<file path="config.mk">
export PLATFORM = sky130hd
export DESIGN_NAME = hdmi_island_scheduler
export DESIGN_NICKNAME = d
export VERILOG_FILES = /design/src/rtl/hdmi_island_pkg.sv /design/src/rtl/hdmi_island_arbiter.sv /design/src/rtl/hdmi_island_scheduler.sv
export SDC_FILE = /design/constraint.sdc
export NUM_CORES = 1
export LEC_CHECK = 0
export ABC_AREA = 1
export CORE_UTILIZATION = 49
export DETAILED_ROUTE_END_ITERATION = 8
export PLACE_DENSITY = 0.76
export SLEW_MARGIN = 20
export SYNTH_ARGS = -nofsm -noshare
export SYNTH_HDL_FRONTEND = slang
export SYNTH_SLANG_ARGS = --single-unit
export TNS_END_PERCENT = 5
</file>
<file path="constraint.sdc">
create_clock -name i_pixclk -period 2 [get_ports i_pixclk]
set_clock_uncertainty 0.15 [all_clocks]
set_input_delay 0.6 -clock i_pixclk [delete_from_list [all_inputs] [get_ports i_pixclk]]
set_output_delay 0.6 -clock i_pixclk [all_outputs]
set_load 0.02 [all_outputs]
</file>
<file path="src/rtl/hdmi_island_pkg.sv">
// hdmi_island_pkg: shared types and constants for the HDMI data-island scheduler.
//   phase_e  - island phase encoding, also driven out on o_phase
//   SRC_*    - packet source ids used by o_sel and bit positions of i_req/o_ack
//   *_LEN    - fixed phase lengths in pixel clocks
package hdmi_island_pkg;

  typedef enum logic [2:0] {
    PH_IDLE     = 3'd0,
    PH_WAIT     = 3'd1,
    PH_PRE      = 3'd2,
    PH_GLEAD    = 3'd3,
    PH_PKT      = 3'd4,
    PH_GTRAIL   = 3'd5
  } phase_e;

  localparam logic [1:0] SRC_ACR = 2'd0;
  localparam logic [1:0] SRC_AUD = 2'd1;
  localparam logic [1:0] SRC_AVI = 2'd2;
  localparam logic [1:0] SRC_AIF = 2'd3;

  localparam int PREAMBLE_LEN = 8;
  localparam int GUARD_LEN    = 2;
  localparam int PKT_LEN      = 32;

endpackage

</file>
<file path="src/rtl/hdmi_island_arbiter.sv">
// hdmi_pkt_arbiter: combinational slot winner selection.
//   req     - live requests, one bit per source
//   excl    - sources already granted in this island
//   rr_aif  - infoframe round-robin pointer (0 = AVI next, 1 = audio IF next)
//   win_id  - winning source id
//   win_vld - at least one eligible request
// Priority is ACR > audio sample > infoframe; the two infoframes share the
// lowest level and are split by the pointer, which the caller owns.
module hdmi_pkt_arbiter
  import hdmi_island_pkg::*;
(
  input  logic [3:0] req,
  input  logic [3:0] excl,
  input  logic       rr_aif,
  output logic [1:0] win_id,
  output logic       win_vld
);

  logic [3:0] elig;

  always_comb begin
    elig    = req & ~excl;
    win_id  = SRC_ACR;
    win_vld = |elig;
    if (elig[SRC_ACR])                    win_id = SRC_ACR;
    else if (elig[SRC_AUD])               win_id = SRC_AUD;
    else if (elig[SRC_AVI] && elig[SRC_AIF]) win_id = rr_aif ? SRC_AIF : SRC_AVI;
    else if (elig[SRC_AVI])               win_id = SRC_AVI;
    else if (elig[SRC_AIF])               win_id = SRC_AIF;
  end

endmodule

</file>
<file path="src/rtl/hdmi_island_scheduler.sv">
// hdmi_island_scheduler: sequences one HDMI data island per horizontal
// blanking interval and hands its packet slots to four packet sources.
//   i_pixclk/i_rst_n - pixel clock, async active-low reset
//   i_blank, i_hSync - timing from the video timing generator
//   i_enable         - islands allowed
//   i_req[3:0]       - hold-until-ack requests (ACR, audio, AVI IF, audio IF)
//   o_ack[3:0]       - one-cycle grant on the first cycle of a slot
//   o_sel            - source of the current slot
//   o_phase          - current island phase (see hdmi_island_pkg::phase_e)
//   o_data_en        - TERC4 period (guards and packets)
//   o_pkt_idx        - bit index within the current packet
//   o_pkt_first      - current slot is the first of the island
//   o_abort          - island cut short by blanking ending
module hdmi_island_scheduler
  import hdmi_island_pkg::*;
#(
  parameter int MAX_PKTS  = 2,
  parameter int PRE_DELAY = 4
) (
  input  logic       i_pixclk,
  input  logic       i_rst_n,
  input  logic       i_blank,
  input  logic       i_hSync,
  input  logic       i_enable,
  input  logic [3:0] i_req,
  output logic [3:0] o_ack,
  output logic [1:0] o_sel,
  output logic [2:0] o_phase,
  output logic       o_data_en,
  output logic [4:0] o_pkt_idx,
  output logic       o_pkt_first,
  output logic       o_abort
);

  localparam logic [7:0] WAIT_LAST = 8'(PRE_DELAY - 1);
  localparam logic [7:0] PRE_LAST  = 8'(PREAMBLE_LEN - 1);
  localparam logic [7:0] GRD_LAST  = 8'(GUARD_LEN - 1);
  localparam logic [4:0] BIT_LAST  = 5'(PKT_LEN - 1);
  localparam logic [2:0] SLOT_LAST = 3'(MAX_PKTS - 1);

  phase_e     phase_q, phase_d;
  logic [7:0] cnt_q, cnt_d;
  logic [4:0] bit_q, bit_d;
  logic [2:0] slot_q, slot_d;
  logic [1:0] sel_q, sel_d;
  logic [3:0] excl_q, excl_d;
  logic       rr_q, rr_d;
  logic       armed_q, armed_d;
  logic       blank_q, hsync_q;

  logic       abort, trigger, ack_now, in_pkt;
  logic [3:0] arb_excl;
  logic [1:0] arb_id;
  logic       arb_vld;

  // Between islands excl_q holds the previous island's grants; slot 0 sees none.
  assign arb_excl = (phase_q == PH_IDLE) ? 4'b0000 : excl_q;

  hdmi_pkt_arbiter u_arb (
    .req     (i_req),
    .excl    (arb_excl),
    .rr_aif  (rr_q),
    .win_id  (arb_id),
    .win_vld (arb_vld)
  );

  // Blanking ending cuts the island in the same cycle, before any register.
  assign abort   = (phase_q != PH_IDLE) && !i_blank;
  assign trigger = armed_q && (i_hSync ^ hsync_q) && (phase_q == PH_IDLE);
  assign in_pkt  = (phase_q == PH_PKT) && !abort;
  assign ack_now = in_pkt && (bit_q == 5'd0);

  always_comb begin
    phase_d = phase_q;
    cnt_d   = cnt_q;
    bit_d   = bit_q;
    slot_d  = slot_q;
    sel_d   = sel_q;
    excl_d  = excl_q;
    rr_d    = rr_q;
    armed_d = armed_q;

    if (i_blank && !blank_q) armed_d = 1'b1;
    if (trigger)             armed_d = 1'b0;

    // Grant bookkeeping happens on the ack cycle; sel_q[1] marks an infoframe.
    if (ack_now) begin
      excl_d = excl_q | (4'b0001 << sel_q);
      if (sel_q[1]) rr_d = ~rr_q;
    end

    unique case (phase_q)
      PH_IDLE: begin
        if (trigger && i_enable && arb_vld) begin
          sel_d   = arb_id;
          excl_d  = 4'b0000;
          slot_d  = 3'd0;
          cnt_d   = 8'd0;
          bit_d   = 5'd0;
          phase_d = (PRE_DELAY == 0) ? PH_PRE : PH_WAIT;
        end
      end
      PH_WAIT: begin
        cnt_d = cnt_q + 8'd1;
        if (cnt_q == WAIT_LAST) begin
          cnt_d   = 8'd0;
          phase_d = PH_PRE;
        end
      end
      PH_PRE: begin
        cnt_d = cnt_q + 8'd1;
        if (cnt_q == PRE_LAST) begin
          cnt_d   = 8'd0;
          phase_d = PH_GLEAD;
        end
      end
      PH_GLEAD: begin
        cnt_d = cnt_q + 8'd1;
        if (cnt_q == GRD_LAST) begin
          cnt_d   = 8'd0;
          bit_d   = 5'd0;
          phase_d = PH_PKT;
        end
      end
      PH_PKT: begin
        bit_d = bit_q + 5'd1;
        // Next slot is chosen on the last bit from that cycle's requests;
        // bit_d wraps to 0 so consecutive slots abut with no guard.
        if (bit_q == BIT_LAST) begin
          if ((slot_q < SLOT_LAST) && arb_vld) begin
            sel_d  = arb_id;
            slot_d = slot_q + 3'd1;
          end else begin
            cnt_d   = 8'd0;
            phase_d = PH_GTRAIL;
          end
        end
      end
      PH_GTRAIL: begin
        cnt_d = cnt_q + 8'd1;
        if (cnt_q == GRD_LAST) begin
          cnt_d   = 8'd0;
          phase_d = PH_IDLE;
        end
      end
      default: phase_d = PH_IDLE;
    endcase

    if (abort) begin
      phase_d = PH_IDLE;
      cnt_d   = 8'd0;
      bit_d   = 5'd0;
    end
  end

  always_ff @(posedge i_pixclk or negedge i_rst_n) begin
    if (!i_rst_n) begin
      phase_q <= PH_IDLE;
      cnt_q   <= 8'd0;
      bit_q   <= 5'd0;
      slot_q  <= 3'd0;
      sel_q   <= SRC_ACR;
      excl_q  <= 4'b0000;
      rr_q    <= 1'b0;
      armed_q <= 1'b0;
      // Reset as "blank already high" so a line that is mid-blank when reset
      // releases cannot arm; a fresh 0->1 edge is required.
      blank_q <= 1'b1;
      hsync_q <= 1'b0;
    end else begin
      phase_q <= phase_d;
      cnt_q   <= cnt_d;
      bit_q   <= bit_d;
      slot_q  <= slot_d;
      sel_q   <= sel_d;
      excl_q  <= excl_d;
      rr_q    <= rr_d;
      armed_q <= armed_d;
      blank_q <= i_blank;
      hsync_q <= i_hSync;
    end
  end

  assign o_phase     = abort ? 3'd0 : phase_q;
  assign o_data_en   = !abort && ((phase_q == PH_GLEAD) || (phase_q == PH_PKT) ||
                                  (phase_q == PH_GTRAIL));
  assign o_ack       = ack_now ? (4'b0001 << sel_q) : 4'b0000;
  assign o_sel       = in_pkt ? sel_q : 2'd0;
  assign o_pkt_idx   = in_pkt ? bit_q : 5'd0;
  assign o_pkt_first = in_pkt && (slot_q == 3'd0);
  assign o_abort     = abort;

endmodule

</file>
* Word level (Yosys, flattened, before mapping) *
Cells that the tools add are included.

word-level totals
  output and inout port bits = 17
  input port bits = 9
  logic and storage cells = 116
  bits in registers = 29

cells by class
  shifts and indexed selects = 1
  mux-type cells = 45
  reductions and logical operators = 32
  $lt $le $gt $ge = 1
  bitwise operators = 5
  add/sub/neg operators = 3
  equality and inequality tests = 19

operators with widths
  operator             count
  $mux 8               7
  $pmux 8 s5           1
  $mux 3               12
  $mux 4               5
  $mux 5               4
  $mux 2               9
  $ne 3x3->1 const B   6
  $pmux 3 s6           1
  $pmux 5 s3           1
  $logic_and 1x1->1    12
  $add 8x1->8 const B  1
  $eq 8x1->1 const B   1
  $eq 8x2->1 const B   1
  $eq 8x3->1 const B   1
  $reduce_and 4->1     2
  $reduce_and 7->1     1
  $eq 3x2->1 const B   2
  $eq 3x3->1 const B   2
  $logic_not 3->1      2
  $pmux 3 s2           1
  $reduce_bool 6->1    1
  $add 5x1->5 const B  1
  $eq 5x5->1 const B   1
  $logic_not 5->1      1
  other kinds (23)     30

* Logic depth before layout (Yosys ltp) *
Gate-level depths: netlist of run 1.

  word-level depth = 12
  gate-level depth with buffers = 12
  mapped depth without buffers = 11

* Hierarchy *
From an unflattened synthesis of run 1, not the netlist that was laid out.

unflattened totals
  cell total of the unflattened synthesis = 282
  area, all modules = 1961.9 um^2

by module, submodules not included
  module                 seq. area each (um^2)  area an instance (um^2)  cells each  times used
  hdmi_island_scheduler  726.9                  1873.0                   264         1
  hdmi_pkt_arbiter       0.0                    88.8                     18          1

* Least setup slack after synthesis of run 1 *
No wires, ideal clock.

  path kind = register to output
  start point = reg phase_q[1]
  end point = out o_ack[0]
  required time = 1.250 ns
  buffers on the path = 0
  setup slack = -0.255 ns
  cell stages (with the launch flop) = 8
  data arrival time = 1.505 ns
  path through = dfrtp_1 nor2_4 inv_2 nor2_4 nand2_2 nor2_2 inv_2 nor3_1

on the way
  longest elaborated chain between the ends = 6

ends and longest elaborated chain
  element                 line                          text
  from (decl)             hdmi_island_scheduler.sv:41   phase_e phase_q, phase_d;
  from (signal assigned)  hdmi_island_scheduler.sv:171  phase_q <= phase_d;
  $reduce_bool 3->1       hdmi_island_scheduler.sv:68   assign abort = (phase_q != PH_IDLE) && !i_blank;
  $logic_and 1x1->1       hdmi_island_scheduler.sv:68
  $logic_not 1->1         hdmi_island_scheduler.sv:70   assign in_pkt = (phase_q == PH_PKT) && !abort;
  $logic_and 1x1->1 *     hdmi_island_scheduler.sv:70
  $logic_and 1x1->1 *     hdmi_island_scheduler.sv:71   assign ack_now = in_pkt && (bit_q == 5'd0);
  $mux 4 *                hdmi_island_scheduler.sv:187  assign o_ack = ack_now ? (4'b0001 << sel_q) : 4'b0000;
  to (decl)               hdmi_island_scheduler.sv:26   output logic [3:0] o_ack,

Mark *: on every way between the ends. The rest lies on a longest branch, timed or not.

* Final worst setup path of run 1 *
  start point = reg phase_q[1]
  end point = out o_ack[1]

Same word-level chain as after synthesis.

==> flow_summary.rst, run 1 <==
.. list-table::
   :header-rows: 1

   * - Metric
     - Value
   * - Violated checks
     - setup timing
   * - Final count of pins violating max slew
     - 0
   * - Height of the die
     - 64.2 microns
   * - Remaining max-slew budget at the tightest pin
     - 76.9%
   * - RSZ-0062 raised after global routing
     - true
   * - Hold violation total from the final report
     - 0
   * - Share of flip-flops with an asynchronous set or reset
     - 100%
   * - Setup slack after layout
     - -0.409 ns
   * - Number of nets with antenna violations after routing
     - 0
   * - Source of the worst register-to-register timing path
     - phase_q[1]$_DFFE_PN0P_
   * - DP HPWL
     - 3560 microns
   * - First-pass iteration count of the detailed router
     - 4
   * - Wirelength, routed
     - 4990 microns
   * - Transition time of the tightest slew-check pin
     - 0.343 ns
   * - Worst hold path stage count
     - 1
   * - Hold Slack
     - 0.321 ns
   * - Worst R2R End
     - slot_q[1]$_DFFE_PN0P_
   * - Growth of design area from synthesis to finish
     - 44.3%
   * - Core footprint
     - 3690 sq um
   * - Maximum vdd drop
     - 0.666 mV
   * - Synth top area share
     - 36.9%
   * - Overall die area
     - 4120 sq um
   * - Max Cap Violations
     - 0
   * - Cell count after synthesis
     - 252
   * - Most Frequent Cell on Critical Path
     - sky130_fd_sc_hd__nor2_4
   * - Chip Width
     - 64.2 microns
   * - Initial cell density of the core
     - 51.4%
   * - Setup_tns
     - -3.82 ns
   * - Count of pins on the block boundary
     - 26
   * - Crit path capture type
     - output port
   * - Library cell with the highest instance count after synthesis
     - sky130_fd_sc_hd__nand2_1
   * - Crit-path slowest cell
     - sky130_fd_sc_hd__dfrtp_1
   * - Netlist area before placement
     - 1900 sq um
   * - Final #Nets
     - 349
   * - Required arrival time at the worst endpoint
     - 1.25 ns
   * - Per-instance average area after synthesis
     - 7.53 sq um
   * - Cell total after placement
     - 371
   * - Setup Viol. Count Final
     - 17
   * - Signal arrival time at the worst endpoint
     - 1.66 ns
   * - Ratio of cells with drive above 1 in the final layout
     - 34.7%
   * - Number of buffers created by CTS
     - 5
   * - CTS sink cnt
     - 29
   * - Insertion delay of the later-clocked pin in the worst-skew pair
     - 0.28 ns
   * - Category of the most critical setup path
     - flip-flop to output port
   * - Count of flip-flops with a built-in enable after synthesis
     - 0
   * - Utilization after layout
     - 74.2%
   * - Post-synth top flop
     - sky130_fd_sc_hd__dfrtp_1
   * - Clock-pin transition on the worst setup and hold timing paths
     - 0.07 ns
   * - PD cells
     - 1110 nW/um^2
   * - Post-route insts no fill
     - 382
   * - Synthesis Warnings
     - 0
   * - Area leader, netlist
     - sky130_fd_sc_hd__dfrtp_1
   * - Count of different cell masters after synthesis
     - 32
   * - Post-route clock period utilization
     - 120%
   * - Path depth of the worst reg2reg path
     - 12
   * - Aggregate global routing overflow
     - 0
   * - Hold buffer count at cts
     - 0
   * - Worst Hold Launch
     - rr_q$_DFFE_PN0P_
   * - Final antenna diode count
     - 0
   * - Class of the tightest hold or removal check
     - flip-flop to flip-flop
   * - Total number of placement rows
     - 22
   * - Total nets after synthesis
     - 268
   * - Level count of the clock H-tree
     - 2
   * - Fmax
     - 0.415 GHz
   * - Seq/Total Area, Yosys
     - 38.3%
   * - Iter 0 DRT Violations
     - 139
   * - Wire length of the first global-routing pass
     - 8150 microns
   * - Most frequent cells after synthesis
     - 68 x sky130_fd_sc_hd__nand2_1, 31 x sky130_fd_sc_hd__nor2_1, 28 x sky130_fd_sc_hd__dfrtp_1
   * - Final min period
     - 2.41 ns
   * - Pin count of the biggest net entering global routing
     - 14
   * - Crit start category
     - flip-flop
   * - Hold-critical path endpoint
     - rr_q$_DFFE_PN0P_
   * - Max stage delay on crit path
     - 0.41 ns
   * - Lkg Pwr
     - 1.43 nW
   * - Post-Place Setup Slack
     - -0.944 ns
   * - Result of the run
     - finished, violations left
   * - Leading cell types by total area after synthesis
     - sky130_fd_sc_hd__dfrtp_1 37%, sky130_fd_sc_hd__nand2_1 13%, sky130_fd_sc_hd__nor2_1 6.1%
   * - Clock tree root driver cell
     - sky130_fd_sc_hd__clkbuf_8
   * - Buffers added on ports
     - 25
   * - Largest buffer count on any clock path
     - 2
   * - Vias per cell
     - 4.89
   * - Flip-flop and latch count after synthesis
     - 29
   * - Antenna violations before repair
     - 0
   * - CTS tree
     - yes
   * - Largest driver fanout on the critical path
     - 9
   * - Final routed DRC violation total
     - 0
   * - Final routed wire length divided by cell count
     - 13.1 microns
   * - Number of vias after detailed routing
     - 1,867
   * - Number of global-route vias before repair
     - 1,841
   * - R2R setup slack
     - 0.03 ns
   * - Final RePlAce weighted congestion
     - 0.859
   * - Global routing usage summed across all routing layers
     - 25.8%
   * - Cell-by-cell listing of the critical path
     - nor2_4 -> inv_2 -> nor2_4 -> nand2_4 -> buf_6 -> nor4_4 -> buf_4
per-stage QoR:
| step | power, mW | cell area [sq um] |
|---|---|---|
| 3_5_place_dp | 2.30 | 2580 |
| 6_report | 3.03 | 2740 |
| 4_1_cts | 2.99 | 2710 |
| 5_1_grt | 3.22 | 2740 |
| 3_3_place_gp | 2.26 | 2580 |
| 2_1_floorplan | 1.69 | 1920 |
routing by layer:
| metal | GRT usage, % | up-vias | part of all wire (%) |
|---|---|---|---|
| met1 | 30.6 | 869 | 46 |
| li1 | - | 954 | - |
| met2 | 47.5 | 40 | 51 |
| met3 | 4.64 | 4 | 3.1 |
| met4 | 6.94 | 0 | 0.58 |
| met5 | 0 | - | 0 |
cells by family (layout without fill, tap and decap cells):
kind of cell | Yosys count | in the layout | synth area share, %
buffers and inverters | 36 | 118 | 7.39
adders and majority gates | 7 | 7 | 4.62
DFF | 29 | 29 | 38.3
and+or+nand+nor | 155 | 155 | 40.4
AOI/OAI and AO/OA | 18 | 18 | 6.00
xor gates and xnor gates | 7 | 7 | 3.23
final cells by class:
class,count,area (sq um)
fill,270,951
sequential,29,727
multi-input combinational,187,1090
tap,48,60.1
clock buffer,7,86.3
timing repair buffer,76,619
clock inverter,1,30.0
inverter,34,128
cells in the final DEF (no fill, tap or decap):
master                            count
sky130_fd_sc_hd__dfstp_2              1
sky130_fd_sc_hd__or2_0                1
sky130_fd_sc_hd__o21ai_0              2
sky130_fd_sc_hd__nand4_1              5
sky130_fd_sc_hd__ha_1                 7
sky130_fd_sc_hd__nand2_4              4
sky130_fd_sc_hd__buf_2                1
sky130_fd_sc_hd__o21ai_1              8
sky130_fd_sc_hd__nand3_4              3
sky130_fd_sc_hd__clkdlybuf4s15_2      1
sky130_fd_sc_hd__or2_2                2
sky130_fd_sc_hd__xor2_1               6
sky130_fd_sc_hd__o311ai_0             2
sky130_fd_sc_hd__inv_1               25
sky130_fd_sc_hd__nor2_4               7
sky130_fd_sc_hd__nor2_1              29
sky130_fd_sc_hd__buf_6                8
sky130_fd_sc_hd__nand3b_1             1
sky130_fd_sc_hd__o21ai_2              3
sky130_fd_sc_hd__nand2_1             68
sky130_fd_sc_hd__nand3_1             11
sky130_fd_sc_hd__nor2_2               3
sky130_fd_sc_hd__xnor2_1              1
sky130_fd_sc_hd__nand3_2              2
sky130_fd_sc_hd__o31ai_1              1
sky130_fd_sc_hd__clkbuf_8             6
sky130_fd_sc_hd__inv_2                9
sky130_fd_sc_hd__clkdlybuf4s50_1      7
sky130_fd_sc_hd__o21a_1               1
sky130_fd_sc_hd__clkbuf_1             1
sky130_fd_sc_hd__nand2_2              4
sky130_fd_sc_hd__or2_1                4
sky130_fd_sc_hd__a21oi_1              1
sky130_fd_sc_hd__dfrtp_1             28
sky130_fd_sc_hd__nor3_1               9
sky130_fd_sc_hd__nor3_4               1
sky130_fd_sc_hd__bufinv_16            1
sky130_fd_sc_hd__nor4_4               1
sky130_fd_sc_hd__buf_4               59
flip-flops by register name, summed over array words and instances (netlist names):
signal	cells
cnt_q	8
phase_q	3
armed_q	1
hsync_q	1
blank_q	1
excl_q	4
bit_q	5
sel_q	2
rr_q	1
slot_q	3
critical path: cells and delay by family (launching register included):
family                 cells  cell delay [ns]
DFF                        1             0.41
buffers and inverters      3             0.39
and+or+nand+nor            4             0.57
power by group:
group | switching, mW | internal, mW | leakage [nW]
clock network | 0.231 | 0.406 | 0.0585
registers | 0.120 | 0.711 | 0.385
logic | 0.899 | 0.667 | 0.987
total | 1.25 | 1.78 | 1.43
worst max path at each step:
stage	startpoint	endpoint	slack, ns	depth (start not counted)
floorplan	phase_q[1]$_DFFE_PN0P_	o_pkt_idx[0]	-0.08	6
global placement	i_blank	o_ack[3]	-0.91	8
CTS	phase_q[0]$_DFFE_PN0P_	o_ack[1]	-0.42	7
detailed placement	i_blank	o_ack[2]	-0.94	8
global route	phase_q[1]$_DFFE_PN0P_	o_ack[1]	-0.48	7
finish	phase_q[1]$_DFFE_PN0P_	o_ack[1]	-0.41	7
repair_timing:
| action | CTS | global route |
|---|---|---|
| endpoints found under the setup margin | 20 | 36 |
| buffers inserted | 2 | 1 |
| pin swaps | 4 | 5 |
| gates resized for setup | 99 | 5 |
No activity file was read; power rests on OpenSTA's default activity.
==> run 2, diff against run 1 <==
--- a/config.mk
+++ b/config.mk
@@ -8,6 +8,7 @@
 export ABC_AREA = 1
 export CORE_UTILIZATION = 49
 export DETAILED_ROUTE_END_ITERATION = 8
+export GPL_ROUTABILITY_DRIVEN = 0
 export PLACE_DENSITY = 0.76
 export SLEW_MARGIN = 20
 export SYNTH_ARGS = -nofsm -noshare
==> constraint.sdc (replaced) <==
create_clock -name i_pixclk -period 2 [get_ports i_pixclk]
set_clock_uncertainty 0.15 [all_clocks]
set_input_delay 0.4 -clock i_pixclk [delete_from_list [all_inputs] [get_ports i_pixclk]]
set_output_delay 0.4 -clock i_pixclk [all_outputs]
set_load 0.02 [all_outputs]
==> run 2 against run 1 <==
Effect of this change:
- the flow still finishes with violations (setup timing)
- first-iteration DRC count down 17%
- register-to-register slack better by 0.08 ns
- non-clock buffer count down 10
- die area unchanged
- clock power down 15%
- count of clock-buffer cells in the layout unchanged
- flip-flop and latch count unchanged
- highest routed layer unchanged
==> flow_summary.rst, run 2 (synthesis gave the netlist of run 1 again) <==
.. list-table::
   :header-rows: 1

   * - Metric
     - Value
   * - Lkg Pwr
     - 1.38 nW (-3.5%)
   * - Number of buffers created by CTS
     - 5 (unchanged)
   * - Post-Place Setup Slack
     - -0.572 ns (+0.372 ns)
   * - Antenna violations before repair
     - 0 (unchanged)
   * - Buffers added on ports
     - 25 (unchanged)
   * - RSZ-0062 raised after global routing
     - true
   * - CTS tree
     - yes
   * - Hold-critical path endpoint
     - excl_q[1]$_DFF_PN0_
   * - Crit path capture type
     - output port
   * - Overall die area
     - 4120 sq um (unchanged)
   * - Growth of design area from synthesis to finish
     - 39.1%
   * - Final #Nets
     - 339 (-2.9%)
   * - Setup slack after layout
     - -0.183 ns (+0.226 ns)
   * - First-pass iteration count of the detailed router
     - 4 (unchanged)
   * - Max stage delay on crit path
     - 0.39 ns (-0.02 ns)
   * - Post-route clock period utilization
     - 109% (-11 points)
   * - Insertion delay of the later-clocked pin in the worst-skew pair
     - 0.29 ns (about the same)
   * - Count of pins on the block boundary
     - 26 (unchanged)
   * - Most common cell after layout, fill and taps aside
     - sky130_fd_sc_hd__nand2_1
   * - Crit start category
     - flip-flop
   * - Total number of placement rows
     - 22 (unchanged)
   * - Flip-flop count of the largest register after layout
     - 8 (unchanged)
   * - Height of the die
     - 64.2 microns (unchanged)
   * - Global routing usage summed across all routing layers
     - 24.6% (-1.3 points)
   * - Clock-pin transition on the worst setup and hold timing paths
     - 0.06 ns (about the same)
   * - Final routed wire length divided by cell count
     - 11.8 microns (-9.6%)
   * - Register with the most flip-flops
     - cnt_q
   * - Hold violation total from the final report
     - 0 (unchanged)
   * - Largest driver fanout on the critical path
     - 2 (-7)
   * - Signal arrival time at the worst endpoint
     - 1.63 ns (-0.03 ns)
   * - Cell-by-cell listing of the critical path
     - inv_2 -> ha_1 -> nand4_1 -> buf_6 -> nor2_4 -> inv_2 -> nor2_4 -> inv_2 -> nor2_4 -> buf_6
   * - Worst R2R End
     - bit_q[3]$_DFFE_PN0P_
   * - Number of global-route vias before repair
     - 1,767 (-4.0%)
   * - Core footprint
     - 3690 sq um (unchanged)
   * - # fillers
     - 293 (+8.5%)
   * - Wire length of the first global-routing pass
     - 7710 microns (-5.3%)
   * - Worst hold path stage count
     - 2 (+1)
   * - Chip Width
     - 64.2 microns (unchanged)
   * - Initial cell density of the core
     - 51.4% (unchanged)
   * - Max Cap Violations
     - 0 (unchanged)
   * - Source of the worst register-to-register timing path
     - phase_q[0]$_DFFE_PN0P_
   * - Final antenna diode count
     - 0 (unchanged)
   * - Wirelength, routed
     - 4400 microns (-12%)
   * - Required arrival time at the worst endpoint
     - 1.45 ns (+0.20 ns)
   * - Final min period
     - 2.18 ns (-0.226 ns)
   * - Level count of the clock H-tree
     - 2 (unchanged)
   * - Top Registers
     - cnt_q: 8 flops, bit_q: 5 flops, excl_q: 4 flops
   * - PD cells
     - 1060 nW/um^2 (-4.8%)
   * - Path depth of the worst reg2reg path
     - 12 (unchanged)
   * - Maximum vdd drop
     - 0.637 mV (-4.3%)
   * - Final count of pins violating max slew
     - 0 (unchanged)
   * - Setup Viol. Count Final
     - 12 (-5)
   * - Class of the tightest hold or removal check
     - flip-flop to flip-flop
   * - Pin count of the biggest net entering global routing
     - 30 (+16)
   * - Utilization after layout
     - 71.5% (-2.7 points)
   * - Final routed DRC violation total
     - 0 (unchanged)
   * - Violated checks
     - setup timing
   * - Non-Filler Cell Area, Final
     - 2640 sq um (-3.7%)
   * - Iter 0 DRT Violations
     - 115 (-17%)
   * - Aggregate global routing overflow
     - 0 (unchanged)
   * - Instance area after placement
     - 2460 sq um (-4.5%)
   * - Category of the most critical setup path
     - flip-flop to output port
   * - Number of nets with antenna violations after routing
     - 0 (unchanged)
   * - Fmax
     - 0.458 GHz (+10%)
   * - Vias per cell
     - 4.94 (+0.98%)
   * - Ratio of cells with drive above 1 in the final layout
     - 34.9% (+0.15 points)
   * - Worst Hold Launch
     - excl_q[1]$_DFF_PN0_
   * - Top library cells by usage in the layout, fill and taps aside
     - 66 x sky130_fd_sc_hd__nand2_1, 50 x sky130_fd_sc_hd__buf_4, 28 x sky130_fd_sc_hd__dfrtp_1, 26 x sky130_fd_sc_hd__nor2_1, 24 x sky130_fd_sc_hd__inv_1
   * - Largest buffer count on any clock path
     - 2 (unchanged)
   * - Result of the run
     - finished, violations left
   * - Crit-path slowest cell
     - sky130_fd_sc_hd__dfrtp_1
   * - Remaining max-slew budget at the tightest pin
     - 74.3% (-2.7 points)
   * - DP HPWL
     - 3210 microns (-10%)
   * - CTS sink cnt
     - 29 (unchanged)
   * - Number of vias after detailed routing
     - 1,836 (-1.7%)
   * - R2R setup slack
     - 0.11 ns (+0.08 ns)
   * - Transition time of the tightest slew-check pin
     - 0.386 ns (+0.0427 ns)
   * - Clock tree root driver cell
     - sky130_fd_sc_hd__clkbuf_8
==> run 2: cell count changes in the layout (fill, tap and decap cells not counted), moves of 2 or more <==
cell,delta
sky130_fd_sc_hd__buf_4,-9
sky130_fd_sc_hd__buf_6,-4
sky130_fd_sc_hd__nor2_1,-3
sky130_fd_sc_hd__nor2_2,+3
sky130_fd_sc_hd__buf_2,+2
sky130_fd_sc_hd__dlygate4sd2_1,+2
sky130_fd_sc_hd__nand2_1,-2
sky130_fd_sc_hd__nand3_2,+2
==> run 2: final cells by class <==
cell class	count	area, sq um	area share, %
clock buffers	7	96.3	3.65
inverters	34	128	4.84
well taps	48	60.1	2.28
flip-flops and latches	29	727	27.6
repair buffers	66	523	19.8
clock inverters	1	5.00	0.190
multi-input cells	187	1100	41.7
==> run 2: how the worst max path moves through the flow <==
stage	start	slack, ns	to	depth (start not counted)
3_3_place_gp	i_blank	-0.53	o_ack[2]	8
3_5_place_dp	i_blank	-0.57	o_ack[1]	5
4_1_cts	phase_q[0]$_DFFE_PN0P_	-0.20	o_ack[2]	10
6_report	bit_q[1]$_DFFE_PN0P_	-0.18	o_ack[2]	10
5_1_grt	bit_q[1]$_DFFE_PN0P_	-0.31	o_ack[2]	10
2_1_floorplan	phase_q[1]$_DFFE_PN0P_	-0.009	o_ack[1]	6
==> run 2: worst max-delay path: cells and delay by family (launching register included) <==
kind,cells,cell delay [ns]
fa+ha+maj,1,0.14
buf+inv,5,0.47
flops,1,0.39
simple gates,4,0.36
==> run 2: through the flow <==
step	setup TNS [ns]	hold slack, ns	cells	total power [mW]
finish	-0.978	0.354	372	2.78
global route	-2.12	0.378	372	3.00
CTS	-1.33	0.355	370	2.78
detailed placement	-8.68	0.314	358	2.20
global placement	-7.64	0.316	358	2.17
floorplan	-0.00859	-0.0456	252	1.68
==> run 2: power breakdown <==
| part | internal, mW | leakage (nW) | total, mW | switching [mW] |
|---|---|---|---|---|
| Combinational | 0.576 | 0.940 | 1.42 | 0.840 |
| Sequential | 0.712 | 0.385 | 0.827 | 0.116 |
| Clock | 0.311 | 0.0542 | 0.540 | 0.229 |
| Total | 1.60 | 1.38 | 2.78 | 1.18 |
==> run 2: repair_timing <==
item,4_1_cts,5_1_grt
setup endpoints to repair,17,35
hold buffers,0,0
pin swaps,4,1
setup buffers,4,2
resized for setup,91,11
==> run 2: metal layers <==
layer  wire length [microns]  vias up  global-route usage, %  part of all wire [%]
met5                       0        -                      0                     0
met4                      72        0                   10.0                   1.6
met3                     119        5                   4.82                   2.7
met2                    2040       21                   39.6                    46
met1                    2160      869                   32.1                    49
li1                        -      941                      -                     -
